$ cat config.mk
export PLATFORM = sky130hd
export DESIGN_NAME = z_run_length_reporter
export DESIGN_NICKNAME = d
export VERILOG_FILES = /design/src/rtl/z_run_length_reporter.sv
export SDC_FILE = /design/constraint.sdc
export NUM_CORES = 1
export LEC_CHECK = 0
export ABC_AREA = 1
export BUFFER_PORTS_ARGS = -buffer_cell sky130_fd_sc_hd__buf_4
export CELL_PAD_IN_SITES_DETAIL_PLACEMENT = 0
export CELL_PAD_IN_SITES_GLOBAL_PLACEMENT = 1
export CORE_UTILIZATION = 30
export CTS_CLUSTER_DIAMETER = 150
export DETAILED_ROUTE_END_ITERATION = 12
export PLACE_DENSITY = 0.71
export SYNTH_ARGS = -nofsm -noshare
export SYNTH_HDL_FRONTEND = slang
export SYNTH_SLANG_ARGS = --single-unit
$ cat constraint.sdc
create_clock -name Clock -period 1.65 [get_ports Clock]
set_input_delay 0.0825 -clock Clock [delete_from_list [all_inputs] [get_ports Clock]]
set_output_delay 0.0825 -clock Clock [all_outputs]
set_load 0.005 [all_outputs]
$ cat src/rtl/z_run_length_reporter.sv
// Measures each run of z=1 in cycles, counts runs, and reports lengths through a one-entry Valid/Ack buffer.
// Latency: RunLen and Valid update on the edge that samples z=0. A completed run that finds the buffer full is dropped and sets the sticky Overflow.
// Optional ZRUN_ALARM_EN adds a registered Alarm that is raised once a run reaches ALARM_LEN cycles.
module z_run_length_reporter #(
  parameter int LW        = 8,
  parameter int CW        = 16,
  parameter int ALARM_LEN = 16
) (
  input  logic          Clock,
  input  logic          Reset,
  input  logic          z,
  input  logic          Ack,
  output logic          Valid,
  output logic [LW-1:0] RunLen,
  output logic [CW-1:0] EventCount,
  output logic          Busy,
  output logic          Overflow
`ifdef ZRUN_ALARM_EN
  ,
  output logic          Alarm
`endif
);

  typedef enum logic {IDLE = 1'b0, RUN = 1'b1} state_t;

  state_t        state, state_nxt;
  logic [LW-1:0] run_cnt, run_cnt_nxt;
  logic          run_start, run_end, buf_free;

  always_ff @(posedge Clock) begin
    if (Reset) state <= IDLE;
    else       state <= state_nxt;
  end

  always_comb begin
    state_nxt = state;
    case (state)
      IDLE:    if (z)  state_nxt = RUN;
      RUN:     if (!z) state_nxt = IDLE;
      default: state_nxt = IDLE;
    endcase
  end

  // The buffer is free when empty, or when the reader consumes it on this same edge.
  always_comb begin
    run_start   = (state == IDLE) && z;
    run_end     = (state == RUN) && !z;
    buf_free    = !Valid || Ack;
    run_cnt_nxt = run_cnt;
    if (run_start)
      run_cnt_nxt = {{(LW-1){1'b0}}, 1'b1};
    else if ((state == RUN) && z && (run_cnt != {LW{1'b1}}))
      run_cnt_nxt = run_cnt + 1'b1;
  end

  assign Busy = (state == RUN);

  always_ff @(posedge Clock) begin
    if (Reset) begin
      run_cnt    <= '0;
      Valid      <= 1'b0;
      RunLen     <= '0;
      EventCount <= '0;
      Overflow   <= 1'b0;
    end else begin
      run_cnt <= run_cnt_nxt;
      if (run_start)
        EventCount <= EventCount + 1'b1;
      if (run_end && buf_free) begin
        RunLen <= run_cnt;
        Valid  <= 1'b1;
      end else if (run_end) begin
        Overflow <= 1'b1;
      end else if (Valid && Ack) begin
        Valid <= 1'b0;
      end
    end
  end

`ifdef ZRUN_ALARM_EN
  // A threshold the counter cannot represent never fires.
  localparam bit            ALARM_OK  = (ALARM_LEN >= 1) && (ALARM_LEN <= (2**LW - 1));
  localparam logic [LW-1:0] ALARM_CNT = LW'(ALARM_LEN);

  always_ff @(posedge Clock) begin
    if (Reset)
      Alarm <= 1'b0;
    else if (state_nxt != RUN)
      Alarm <= 1'b0;
    else if (ALARM_OK && (run_cnt_nxt == ALARM_CNT))
      Alarm <= 1'b1;
  end
`endif

endmodule

# Word-level counts from Yosys, hierarchy flattened
# Cells that the tools add are included.
op_classes:
  n_addsub: 2
  eq_ne: 2
  muxes: 6
  bitwise: 2
  reduce_logical: 14
op_table:
  columns: ["cell", "n"]
  rows:
  - ["adder 16 x 1 -> 16 bit, second input constant", 1]
  - ["adder 8 x 1 -> 8 bit, second input constant", 1]
  - ["!= test 8 bit, second input constant", 1]
  - ["logical AND 1 bit", 6]
  - ["2-to-1 mux 1 bit", 6]
  - ["AND reduction 2 bit", 2]
  - ["nonzero test 2 bit", 2]
  - ["zero test 1 bit", 2]
  - ["!= test 2 x 1 -> 1 bit, second input constant", 1]
  - ["NOT 1 bit", 2]
  - ["OR reduction 2 bit", 1]
  - ["logical OR 1 bit", 1]
totals:
  ff_bits: 35

# Longest topological paths before layout
depth:
  depth_word: 5
  ltp_mapped: 9
  ltp_nobuf: 9

# Least setup slack after synthesis
# Ideal clock, no wire load.
synth_timing:
  kind: "register to register"
  from: "reg EventCount[1]"
  to: "reg EventCount[14]"
  arrival_time_ns: 1.149
  path_slack_ns: 0.386
  stages_incl_launch_ff: 9
  cell_sequence: "dfxtp_1 -> ha_1 -> nand3_1 -> nor2_4 -> nand2_2 -> nor2_2 -> nand2_1 -> nand2_1 -> nor2_1"
synth_via:
  elab_chain_len: 1
synth_rtl:
  columns: ["item", "line_no", "source"]
  rows:
  - ["from (decl)", "15", "output logic [CW-1:0] EventCount,"]
  - ["from (signal assigned)", "68", "EventCount <= EventCount + 1'b1;"]
  - ["adder 16 x 1 -> 16 bit", "68", null]
# Every way passes these cells.
# A chain may end at the register's enable or synchronous reset.

# Final worst setup path
# Same ends and word-level chain as after synthesis.

==> results by group <==
Setup path
  • Crit-path max FO: 5
  • Setup crit start: EventCount[1]
  • Critical path launch point type: flop
  • Kind of critical path: flop to flop
  • FF-to-FF Start: EventCount[1]
  • WP data required: 1.83 ns
  • Arrival @ worst endpoint: 1.60 ns
  • CP Capture Type: flop

Timing
  • Period utilization: 0.861
  • Setup TNS Final: 0 ns
  • RSZ-0062 raised after global routing: false
  • Min cycle time layout: 1.42 ns
  • Final Max Slew Viols: 0
  • Fmax: 704 MHz
  • Max-slew headroom: 0.632
  • # setup viols final: 0
  • Hold Vio Cnt, Final: 0
  • Clk_skew: 0.00456 ns
  • Slew @ Worst Pin: about 0.55 ns

Routing
  • Initial drt markers: 38
  • Drt first pass iters: 4
  • Vias per cell: 4.41
  • Routed WL: 3690 µm
  • Remaining DRCs: 0
  • Vias: roughly 1500
  • Routed length per instance: around 11 µm
  • Post-route antenna net violation count: 0

Global route
  • Total track usage: 0.139
  • Initial antenna violation count: 0
  • Vias in the first global route: 1415
  • GRT overflow: 0
  • Pin count of the biggest net entering global routing: 18
  • First-pass GRT wire length: 6480 µm

Clocking
  • CTS buffer count: 5
  • Clk_lat worst skew: 0.29 ns
  • Htree depth: 2
  • CTS Hold Bufs: 0
  • Clock-pin slew on the worst setup and hold paths: 0.07 ns
  • CTS Sinks: 35
  • Root Buffer: clkbuf_8
  • Post-CTS setup repair buffer count: 0
  • CTS tree: yes
  • CTS Buffer Depth: 2
  • Post_cts resized: 0

Floorplan
  • Initial core utilization: 0.318
  • Die area: 5810 µm²
  • Die H: 76.3 µm
  • Die width: 76.3 µm
  • Core Area: 5200 µm²
  • Ports: 31
  • Row cnt: 26

Yosys
  • Largest cells by area after synthesis: dfxtp_1, nand2_1, nor2_1
  • Top cells by count, synth: nand2_1, dfxtp_1, nor2_1
  • Synthesized Nets: between 200 and 250
  • Most frequent cell after synthesis: nand2_1
  • Yosys reg bits: 35
  • Top cell type by total area after synthesis: dfxtp_1
  • Post-synth EDFFs: 0
  • Cell Area, Synth: 1650 µm²
  • Top_reg_cell synth: dfxtp_1
  • Synth async-reset ratio: 0
  • Synth top area share: 0.424
  • Synth warn: 0
  • Seq/Total Area, Yosys: 0.424
  • Post-synthesis cell count: around 230
  • Syn Area/Cell: 7.29 µm²
  • Unique cell type count in the Yosys netlist: 30

Pwr
  • Leakage: 0.000856 µW
  • Cell Pwr Density: 822 nW/µm²
  • Worst VDD drop: 0.388 mV

Finish
  • Final net count: between 200 and 300
  • Final core occ: 0.398
  • Share of cells above drive strength 1: 0.242
  • Antenna Cells: 0
  • Synthesis-to-layout area growth: 25.1%

Min path
  • Hold/Removal Path Class: input port to flop
  • Hold_sp: Reset

Placed design
  • Hpwl dp: 2670 µm
  • Port Buf Inserts: 30
  • Final GP Congestion: 0.797

Run status
  • Run status: complete, no violations

Flow run
  • Maxcap violations: 0
[through the flow]
stage	instance area, µm²	total power, µW	worst slack, ns	cells	hold slack, ns
after floorplan	1650	971	0.386	227	0.226
after global placement	1970	1020	0.226	327	0.368
after detailed placement	1970	1020	0.236	327	0.375
after CTS	2070	1720	0.208	335	0.0610
after global routing	2070	1770	0.0391	335	0.0683
final	2070	1700	0.230	335	0.0654
[logic make-up after synthesis]
group	count (synthesis)	share of synthesized area
compound gates	39	0.131
simple gates	116	0.339
flops	35	0.424
fa+ha+maj	2	0.0151
xor+xnor	2	0.0106
buf+inv	33	0.0809
[critical path: stages, from the launching register on]
cell     delay, ns
dfxtp_1       0.40
ha_1          0.22
nand3_1       0.15
nor2_4        0.17
nand2_2       0.07
nor2_2        0.13
nand2_1       0.07
nand2_1       0.06
nor2_1        0.05
[final timing paths]
path	to	slack, ns	cells after the start
setup / recovery	EventCount[14]	0.23	8
hold / removal	Busy	0.07	2
setup reg to reg	EventCount[14]	0.23	8
hold reg to reg	Overflow	0.48	2
[report_power, final]
group	switching (µW)	internal [µW]	total, µW	leakage, µW
Clock	318	381	700	0.0000515
Sequential	16.9	864	881	0.000284
Combinational	69.9	51.0	121	0.000520
Total	405	1300	1700	0.000856
[state kept, by name, summed over array words and instances, names as in the netlist]
register and flops:
Busy 1, EventCount 16, Overflow 1, RunLen 8, Valid 1, run_cnt 8
[layout make-up]
| type | count | area, µm² |
|---|---|---|
| clock buffer | 8 | 100 |
| fill | 576 | 3140 |
| inverter | 30 | 114 |
| multi-input combinational | 159 | 820 |
| sequential | 35 | 701 |
| tap | 70 | 87.6 |
| timing repair buffer | 33 | 248 |
[layer usage]
layer | global-route usage | up-vias | share of wire
met1 | 0.170 | 656 | 0.49
met2 | 0.225 | 20 | 0.46
met5 | 0 | - | 0
met3 | 0.0491 | 6 | 0.041
li1 | - | 797 | -
met4 | 0.0500 | 0 | 0.014
[cell usage in the layout, fill, tap and decap left out, types with 4 or more instances in the layout]
cell / count
nor2_4: 4
nor2_1: 34
buf_4: 33
nor2_2: 4
dfxtp_1: 35
nand2_2: 4
a21oi_1: 19
nand2_1: 45
clkbuf_8: 7
nor3_1: 5
nand3_1: 10
inv_1: 26
o21ai_0: 12
Note: power is estimated with default switching activity, not from simulation.
